`config.mk`:
```
export PLATFORM = sky130hd
export DESIGN_NAME = sig_scan_engine
export DESIGN_NICKNAME = d
export VERILOG_FILES = /design/src/rtl/sig_scan_engine_pkg.sv /design/src/rtl/sig_scan_engine_lane_match.sv /design/src/rtl/sig_scan_engine.sv
export SDC_FILE = /design/constraint.sdc
export NUM_CORES = 1
export LEC_CHECK = 0
export ABC_AREA = 1
export BUFFER_PORTS_ARGS = -buffer_cell sky130_fd_sc_hd__buf_2
export CAP_MARGIN = 25
export CORE_AREA = 2 2 269 271
export CTS_BUF_LIST = sky130_fd_sc_hd__clkbuf_8 sky130_fd_sc_hd__clkbuf_16
export DETAILED_ROUTE_END_ITERATION = 8
export DIE_AREA = 0 0 271 273
export PLACE_DENSITY_LB_ADDON = 0.25
export REMOVE_ABC_BUFFERS = 1
export SLEW_MARGIN = 15
export SYNTH_ARGS = -nofsm -noshare
export SYNTH_HDL_FRONTEND = slang
export SYNTH_SLANG_ARGS = --single-unit
```
`constraint.sdc`:
```
create_clock -name clk -period 9 [get_ports clk]
set_clock_uncertainty 0.05 [all_clocks]
set_input_delay 0.45 -clock clk [delete_from_list [all_inputs] [get_ports clk]]
set_output_delay 0.45 -clock clk [all_outputs]
set_load 0.05 [all_outputs]
```
`src/rtl/sig_scan_engine_pkg.sv`:
```
// ---------------------------------------------------------------------------
// sig_scan_engine_pkg
//   Definitions shared by the signature scanner: the FSM state encoding, the
//   layout of the 256-bit output record, and the sentinel value that marks the
//   end-of-packet summary record.
//   The record struct fixes the field order and widths:
//   {pad[159:0], sig_off[31:0], sig_id[31:0], sig_cnt[31:0]}, with sig_cnt in
//   the least significant bits.
// ---------------------------------------------------------------------------
package sig_scan_engine_pkg;

    typedef enum logic [1:0] {
        ST_ACCEPT  = 2'd0,
        ST_DRAIN   = 2'd1,
        ST_SUMMARY = 2'd2
    } scan_state_e;

    localparam int REC_W       = 256;
    localparam int REC_FIELD_W = 32;
    localparam int REC_PAD_W   = REC_W - 3 * REC_FIELD_W;

    localparam logic [REC_FIELD_W-1:0] SUMMARY_SENTINEL = 32'hFFFF_FFFF;

    typedef struct packed {
        logic [REC_PAD_W-1:0]   pad;
        logic [REC_FIELD_W-1:0] sig_off;
        logic [REC_FIELD_W-1:0] sig_id;
        logic [REC_FIELD_W-1:0] sig_cnt;
    } scan_rec_t;

endpackage

```
`src/rtl/sig_scan_engine_lane_match.sv`:
```
// ---------------------------------------------------------------------------
// sig_lane_match
//   Single-lane signature detector. A lane matches when its top MAGIC_W bits
//   equal the packet magic and every byte of the lane is valid. The remaining
//   low bits of the lane are returned as the signature id.
// Ports
//   lane_data_i  in   LANE_W     lane payload
//   lane_bvld_i  in   LANE_W/8   byte valids for this lane
//   magic_i      in   MAGIC_W    magic value in force for the packet
//   match_o      out  1          lane holds a complete signature
//   sid_o        out  SID_W      signature id field (lane LSBs)
// ---------------------------------------------------------------------------
module sig_lane_match
    import sig_scan_engine_pkg::*;
#(
    parameter int LANE_W  = 32,
    parameter int MAGIC_W = 16
) (
    input  logic [LANE_W-1:0]         lane_data_i,
    input  logic [LANE_W/8-1:0]       lane_bvld_i,
    input  logic [MAGIC_W-1:0]        magic_i,
    output logic                      match_o,
    output logic [LANE_W-MAGIC_W-1:0] sid_o
);

    assign match_o = (lane_data_i[LANE_W-1 -: MAGIC_W] == magic_i) && (&lane_bvld_i);
    assign sid_o   = lane_data_i[LANE_W-MAGIC_W-1:0];

endmodule

```
`src/rtl/sig_scan_engine.sv`:
```
// ---------------------------------------------------------------------------
// sig_scan_engine
//   Signature scanner between the dispatcher (dpt) and the collector (clt).
//   Each accepted beat is split into LANES lanes. Matching lanes are reported
//   one record per cycle in ascending lane order. After the last beat of a
//   packet, a summary record follows that carries the total match count.
// Ports
//   clk, reset                  clock, synchronous active-high reset
//   cfg_magic     in  MAGIC_W   magic value, sampled on the first beat of a packet
//   dpt_dvld_scn  in  1         input beat valid
//   dpt_cmd_scn   in  8         command, sampled on the first beat
//   dpt_id_scn    in  24        buffer id, sampled on the first beat
//   dpt_poff_scn  in  32        byte offset of the beat within the packet
//   dpt_data_scn  in  DATA_W    beat data, lane 0 in the LSBs
//   dpt_bvld_scn  in  DATA_W/8  byte valids
//   dpt_end_scn   in  1         last beat of the packet
//   scn_rdy_dpt   out 1         scanner can take a beat
//   scn_dvld_clt  out 1         output record valid
//   scn_cmd_clt   out 8         packet command
//   scn_id_clt    out 24        packet buffer id
//   scn_data_clt  out 256       {160'h0, sig_off, sig_id, sig_cnt}
//   scn_bvld_clt  out 32        always all-ones
//   scn_end_clt   out 1         set on the summary record only
//   clt_rdy_scn   in  1         collector ready
//   stat_pkts/stat_matches/stat_stall out 32 (only when SIG_SCAN_STATS_EN is
//   defined): counters of summary transfers, match transfers and stall cycles.
// ---------------------------------------------------------------------------
module sig_scan_engine
    import sig_scan_engine_pkg::*;
#(
    parameter int DATA_W  = 256,
    parameter int LANE_W  = 32,
    parameter int MAGIC_W = 16,
    parameter int CNT_W   = 32
) (
    input  logic                  clk,
    input  logic                  reset,
    input  logic [MAGIC_W-1:0]    cfg_magic,
    input  logic                  dpt_dvld_scn,
    input  logic [7:0]            dpt_cmd_scn,
    input  logic [23:0]           dpt_id_scn,
    input  logic [31:0]           dpt_poff_scn,
    input  logic [DATA_W-1:0]     dpt_data_scn,
    input  logic [DATA_W/8-1:0]   dpt_bvld_scn,
    input  logic                  dpt_end_scn,
    output logic                  scn_rdy_dpt,
    output logic                  scn_dvld_clt,
    output logic [7:0]            scn_cmd_clt,
    output logic [23:0]           scn_id_clt,
    output logic [255:0]          scn_data_clt,
    output logic [31:0]           scn_bvld_clt,
    output logic                  scn_end_clt,
`ifdef SIG_SCAN_STATS_EN
    output logic [31:0]           stat_pkts,
    output logic [31:0]           stat_matches,
    output logic [31:0]           stat_stall,
`endif
    input  logic                  clt_rdy_scn
);

    localparam int LANES = DATA_W / LANE_W;
    localparam int BV_W  = LANE_W / 8;
    localparam int SID_W = LANE_W - MAGIC_W;
    localparam int IDX_W = (LANES > 1) ? $clog2(LANES) : 1;

    scan_state_e                  state_q, state_d;
    logic [LANES-1:0]             lane_match, match_q, match_clr;
    logic [LANES-1:0][SID_W-1:0]  lane_sid, sid_q;
    logic [31:0]                  poff_q, lsb_off;
    logic                         end_q, first_q;
    logic [MAGIC_W-1:0]           magic_q, magic_eff;
    logic [7:0]                   cmd_q;
    logic [23:0]                  id_q;
    logic [CNT_W-1:0]             cnt_q, cnt_inc;
    logic [IDX_W-1:0]             lsb_idx;
    logic                         accept, xfer;
    scan_rec_t                    rec;

    // The first beat of a packet is matched against the live cfg_magic. The
    // same value is captured for the rest of the packet.
    assign magic_eff = first_q ? cfg_magic : magic_q;

    for (genvar g = 0; g < LANES; g++) begin : g_lane
        sig_lane_match #(
            .LANE_W  (LANE_W),
            .MAGIC_W (MAGIC_W)
        ) u_match (
            .lane_data_i (dpt_data_scn[g*LANE_W +: LANE_W]),
            .lane_bvld_i (dpt_bvld_scn[g*BV_W +: BV_W]),
            .magic_i     (magic_eff),
            .match_o     (lane_match[g]),
            .sid_o       (lane_sid[g])
        );
    end

    assign accept = dpt_dvld_scn & scn_rdy_dpt;
    assign xfer   = scn_dvld_clt & clt_rdy_scn;

    // Lowest set bit of the pending match vector. The loop runs downward so
    // that the last assignment wins and leaves the lowest index.
    always_comb begin
        lsb_idx = '0;
        for (int i = LANES - 1; i >= 0; i--) begin
            if (match_q[i]) lsb_idx = IDX_W'(i);
        end
    end

    assign match_clr = match_q & ~(LANES'(1) << lsb_idx);
    assign lsb_off   = poff_q + 32'(lsb_idx) * 32'(BV_W);
    assign cnt_inc   = (&cnt_q) ? cnt_q : cnt_q + CNT_W'(1);

    // ---------------- FSM: state register ----------------
    // NOTE: clocked processes use non-blocking assignments only, so every
    // register samples pre-edge values regardless of process order.
    always_ff @(posedge clk) begin
        if (reset) state_q <= ST_ACCEPT;
        else       state_q <= state_d;
    end

    // ---------------- FSM: next state ----------------
    always_comb begin
        state_d = state_q;
        case (state_q)
            ST_ACCEPT: begin
                if (accept) state_d = ST_DRAIN;
            end
            ST_DRAIN: begin
                // An empty vector on entry leaves after one idle cycle. Otherwise,
                // the FSM leaves on the transfer that clears the last bit.
                if (match_q == '0 || (xfer && match_clr == '0))
                    state_d = end_q ? ST_SUMMARY : ST_ACCEPT;
            end
            ST_SUMMARY: begin
                if (xfer) state_d = ST_ACCEPT;
            end
            default: state_d = ST_ACCEPT;
        endcase
    end

    // ---------------- FSM: outputs ----------------
    // NOTE: every signal written here gets a default first, so no path through
    // the case can infer a latch.
    always_comb begin
        scn_rdy_dpt  = 1'b0;
        scn_dvld_clt = 1'b0;
        scn_end_clt  = 1'b0;
        rec          = '0;
        case (state_q)
            ST_ACCEPT: scn_rdy_dpt = 1'b1;
            ST_DRAIN: begin
                scn_dvld_clt = |match_q;
                rec.sig_off  = lsb_off;
                rec.sig_id   = 32'(sid_q[lsb_idx]);
                rec.sig_cnt  = 32'(cnt_inc);
            end
            ST_SUMMARY: begin
                scn_dvld_clt = 1'b1;
                scn_end_clt  = 1'b1;
                rec.sig_off  = SUMMARY_SENTINEL;
                rec.sig_id   = SUMMARY_SENTINEL;
                rec.sig_cnt  = 32'(cnt_q);
            end
            default: ;
        endcase
    end

    assign scn_data_clt = rec;
    assign scn_cmd_clt  = cmd_q;
    assign scn_id_clt   = id_q;
    assign scn_bvld_clt = '1;

    // ---------------- Control / packet context ----------------
    always_ff @(posedge clk) begin
        if (reset) begin
            match_q <= '0;
            end_q   <= 1'b0;
            first_q <= 1'b1;
            cnt_q   <= '0;
            magic_q <= '0;
            cmd_q   <= '0;
            id_q    <= '0;
        end else begin
            if (accept) begin
                match_q <= lane_match;
                end_q   <= dpt_end_scn;
                if (first_q) begin
                    first_q <= 1'b0;
                    magic_q <= cfg_magic;
                    cmd_q   <= dpt_cmd_scn;
                    id_q    <= dpt_id_scn;
                end
            end else if (xfer && state_q == ST_DRAIN) begin
                match_q <= match_clr;
                cnt_q   <= cnt_inc;
            end else if (xfer && state_q == ST_SUMMARY) begin
                cnt_q   <= '0;
                first_q <= 1'b1;
            end
        end
    end

    // ---------------- Beat payload ----------------
    // NOTE: the per-lane ids and the offset are only read while match_q flags
    // them as live. They therefore carry no reset.
    always_ff @(posedge clk) begin
        if (accept) begin
            sid_q  <= lane_sid;
            poff_q <= dpt_poff_scn;
        end
    end

`ifdef SIG_SCAN_STATS_EN
    logic [31:0] stat_pkts_q, stat_matches_q, stat_stall_q;

    always_ff @(posedge clk) begin
        if (reset) begin
            stat_pkts_q    <= '0;
            stat_matches_q <= '0;
            stat_stall_q   <= '0;
        end else begin
            if (xfer && state_q == ST_SUMMARY)  stat_pkts_q    <= stat_pkts_q + 32'd1;
            if (xfer && state_q == ST_DRAIN)    stat_matches_q <= stat_matches_q + 32'd1;
            if (scn_dvld_clt && !clt_rdy_scn)   stat_stall_q   <= stat_stall_q + 32'd1;
        end
    end

    assign stat_pkts    = stat_pkts_q;
    assign stat_matches = stat_matches_q;
    assign stat_stall   = stat_stall_q;
`endif

endmodule

```
==> key figures <==
Setup path
  • Most frequent CP cell: nand2_1
  • Setup crit end kind: output pin
  • Slowest CP cell: dfxtp_1
  • Worst Path Required: 8.50 ns
  • Crit path kind: flip-flop to output pin
  • CP max stage delay: 0.39 ns
  • CP cell instances: inv_1 -> nand2_1 -> nand2_1 -> nand2_1 -> nand2_2 -> nand2_1 -> nand2_1 -> inv_2 -> ha_1 -> inv_1 -> fa_1 -> inv_1 -> nand2_1 -> a21oi_1 -> nand4_1 -> nor2_2 -> inv_1 -> nor2_1 -> inv_1 -> nor2_1 -> a21oi_1 -> o21ai_0 -> a21oi_1 -> buf_2
  • Critical path startpoint category: flip-flop
  • R2R depth: 7
  • Critical Path AT: 4.47 ns
  • CP max FO: 24

Cells and area
  • Layout Nets: 2883
  • Area of the multi-input gates: 7180 um^2
  • Most frequent cells in the layout: buf_2 (503), nand2_1 (462), conb_1 (192), a21oi_1 (189), edfxtp_1 (160)
  • Commonest non-fill, non-tap cell in the layout: buf_2
  • Layout filler cell count: 7821
  • Share of layout cells above drive strength 1: 0.246
  • Sequential cell area: 6650 um^2
  • Area grow syn2layout: 28.7%

Pwr
  • Max IR drop VDD: 158 uV
  • Leak Pwr: 8.74 nW
  • PwrDens: 199 nW/um^2
  • Pwr Total: 4.00 mW

Clock tree
  • Resized cells post-CTS: 0
  • Cts bufs inserted: 34
  • CTS H-Tree Depth: 2
  • CTS tree: built
  • Clock transition at path regs: 0.06 ns
  • Clock Latency Late Sink: 0.55 ns
  • Clk buf depth: 3
  • Root buf cell: clkbuf_16
  • Clk sinks: 252

GRT
  • First-pass GRT wire length: 87800 um
  • Largest net degree at the start of global routing: 85
  • Vias in the first global route: 14100
  • Gr ovfl total: 0
  • Initial antenna violation count: 16
  • Gr usage total: 0.156

Floorplanning
  • Die H: 273 um
  • Core area: 71000 um^2
  • Die width: 271 um
  • Die ar.: 74000 um^2
  • Starting Density: 0.220
  • Ports: 696
  • Rows: 98

Drt
  • Average wire per standard cell: 17.3 um
  • Routed wire length: 60200 um
  • Initial DRC Count: 806
  • Via-to-Cell Ratio: 4.23
  • First-pass DRT Iterations: 5
  • DR vias: 14700
  • Antenna Violating Nets Remaining: 0
  • DRC violation count after routing: 0

STA
  • Setup WS post-layout: 4.03 ns
  • Slew @ Worst Pin: 1.02 ns
  • F_max: 201 MHz
  • RSZ-0062 raised after global routing: no
  • Fin. Hold Viols: 0
  • Crit share post-route: 0.553
  • Hold Slack: 0.0380 ns
  • Final Critical Period: 4.97 ns
  • Fin. max-slew vios: 0
  • Max_slew headroom: 0.321
  • Final setup violation count: 0

Outcome
  • Outcome: complete, no violations

Yosys
  • Synthesis Warnings: 0
  • Synthesized area: 15600 um^2
  • Main synth FF type: edfxtp_1
  • Synth unique cells: 53
  • Synth Instances: 1979
  • Syn_area_per_cell: 7.90 um^2
  • Synth Register Bits: 252
  • Post-synth EDFFs: 160
  • Fraction of registers with async set/reset: 0
  • Post-synthesis sequential area ratio: 0.425

Job
  • Max Cap Violations: 0

Place
  • Pre-CTS setup slack: 4.51 ns
  • Port Buffers: 503
  • RePlAce Congestion: 0.883
  • DP HPWL: 45000 um

Worst hold path
  • Min-Delay Path Depth: 1
  • Hold Path Class: primary input to flip-flop
timing repair:
| action | in CTS | in global routing |
|---|---|---|
| hold buffers | 67 | 0 |
| buffers inserted | 0 | 0 |
| endpoints found under the hold margin | 67 | 0 |
critical path: cells and delay by family (launching register included):
kind | cells | cell delay [ns]
adder cells (fa/ha/maj) | 2 | 0.52
flip-flops | 1 | 0.39
AO/OA/AOI/OAI | 4 | 0.46
buffers and inverters | 7 | 0.80
AND/OR/NAND/NOR | 11 | 1.75
state kept, by name, indices dropped and copies added, names as in the netlist:
signal,flops
scn_id_clt,24
end_q,1
scn_cmd_clt,8
state_q,2
cnt_q,32
first_q,1
match_q,8
poff_q,32
magic_q,16
sid_q,128
where the power goes:
group / switching, mW / total (mW) / internal, mW / leakage (nW)
clock network: 0.537 / 1.36 / 0.826 / 0.572
registers: 0.0569 / 1.43 / 1.37 / 2.27
logic: 0.926 / 1.20 / 0.278 / 5.90
final timing paths:
kind | start | to | slack, ns
max | match_q[5]$_SDFFE_PP0P_ | scn_data_clt[82] | 4.03
min | dpt_poff_scn[19] | poff_q[19]$_DFFE_PP_ | 0.04
max reg2reg | first_q$_SDFFE_PP1P_ | match_q[0]$_SDFFE_PP0P_ | 5.63
min reg2reg | magic_q[1]$_SDFFE_PP0P_ | magic_q[1]$_SDFFE_PP0P_ | 0.40
cell families (layout without fill, tap and decap cells):
family / Yosys count / in the layout / share of synthesized area
buffers and inverters: 452 / 810 / 0.163
other: 2 / 196 / 0.000480
multiplexers: 1 / 1 / 0.000640
XOR/XNOR: 96 / 96 / 0.0538
adder cells (fa/ha/maj): 8 / 8 / 0.00688
AND/OR/NAND/NOR: 832 / 832 / 0.227
flip-flops: 252 / 252 / 0.425
AO/OA/AOI/OAI: 336 / 336 / 0.124
cell usage after synthesis (2+ instances only):
| library cell | count | area [um^2] |
|---|---|---|
| buf_6 | 3 | 33.8 |
| a211oi_1 | 3 | 22.5 |
| or2_2 | 11 | 68.8 |
| o22ai_1 | 12 | 75.1 |
| inv_1 | 150 | 563 |
| o31ai_1 | 6 | 45.0 |
| clkbuf_1 | 51 | 191 |
| edfxtp_1 | 160 | 4800 |
| inv_2 | 4 | 15.0 |
| a31oi_1 | 2 | 12.5 |
| o21ai_0 | 68 | 340 |
| xor2_1 | 54 | 473 |
| nor3_1 | 62 | 310 |
| buf_1 | 5 | 18.8 |
| conb_1 | 2 | 7.51 |
| o21a_1 | 4 | 30.0 |
| o2111ai_1 | 8 | 70.1 |
| o21bai_1 | 3 | 22.5 |
| ha_1 | 7 | 87.6 |
| nor4_1 | 13 | 81.3 |
| clkinv_1 | 2 | 7.51 |
| nand4_1 | 36 | 225 |
| nand3_1 | 88 | 440 |
| nand2_1 | 463 | 1740 |
| nor2_2 | 2 | 12.5 |
| xnor2_1 | 42 | 368 |
| o21ai_2 | 8 | 70.1 |
| nor2_1 | 140 | 526 |
| a21oi_1 | 189 | 946 |
| o221ai_1 | 3 | 26.3 |
| a22o_1 | 2 | 17.5 |
| nand3b_1 | 9 | 67.6 |
| buf_4 | 212 | 1590 |
| nor2_4 | 2 | 22.5 |
| o211ai_1 | 15 | 113 |
| o21ai_1 | 4 | 20.0 |
| o21ai_4 | 3 | 48.8 |
| dfxtp_1 | 92 | 1840 |
| buf_2 | 25 | 125 |
per-layer routing:
| metal | track usage | share of wire | up-vias | routed length, um |
|---|---|---|---|---|
| met4 | 0.0326 | 0.016 | 20 | 984 |
| met2 | 0.273 | 0.49 | 594 | 29500 |
| met3 | 0.0408 | 0.075 | 77 | 4520 |
| met1 | 0.191 | 0.42 | 6785 | 25100 |
| met5 | 0 | 0.0020 | - | 123 |
| li1 | - | - | 7254 | - |
cell type report:
class | instances | share of cell area
flip-flops and latches | 252 | 0.330
repair buffers | 593 | 0.168
clock buffers | 39 | 0.0463
well taps | 950 | 0.0591
clock inverters | 22 | 0.00964
inverters | 156 | 0.0295
multi-input cells | 1465 | 0.357
diodes | 4 | 0.000498
through the flow:
stage	instances	TNS, ns	util	area, um^2
3_5_place_dp	3349	0	0.258	18300
3_3_place_gp	3348	0	0.258	18300
6_report	3481	0	0.283	20100
4_1_cts	3477	0	0.283	20100
2_1_floorplan	1873	-303.17	-	14400
5_1_grt	3481	0	0.283	20100
Note: power is estimated with default switching activity, not from simulation.
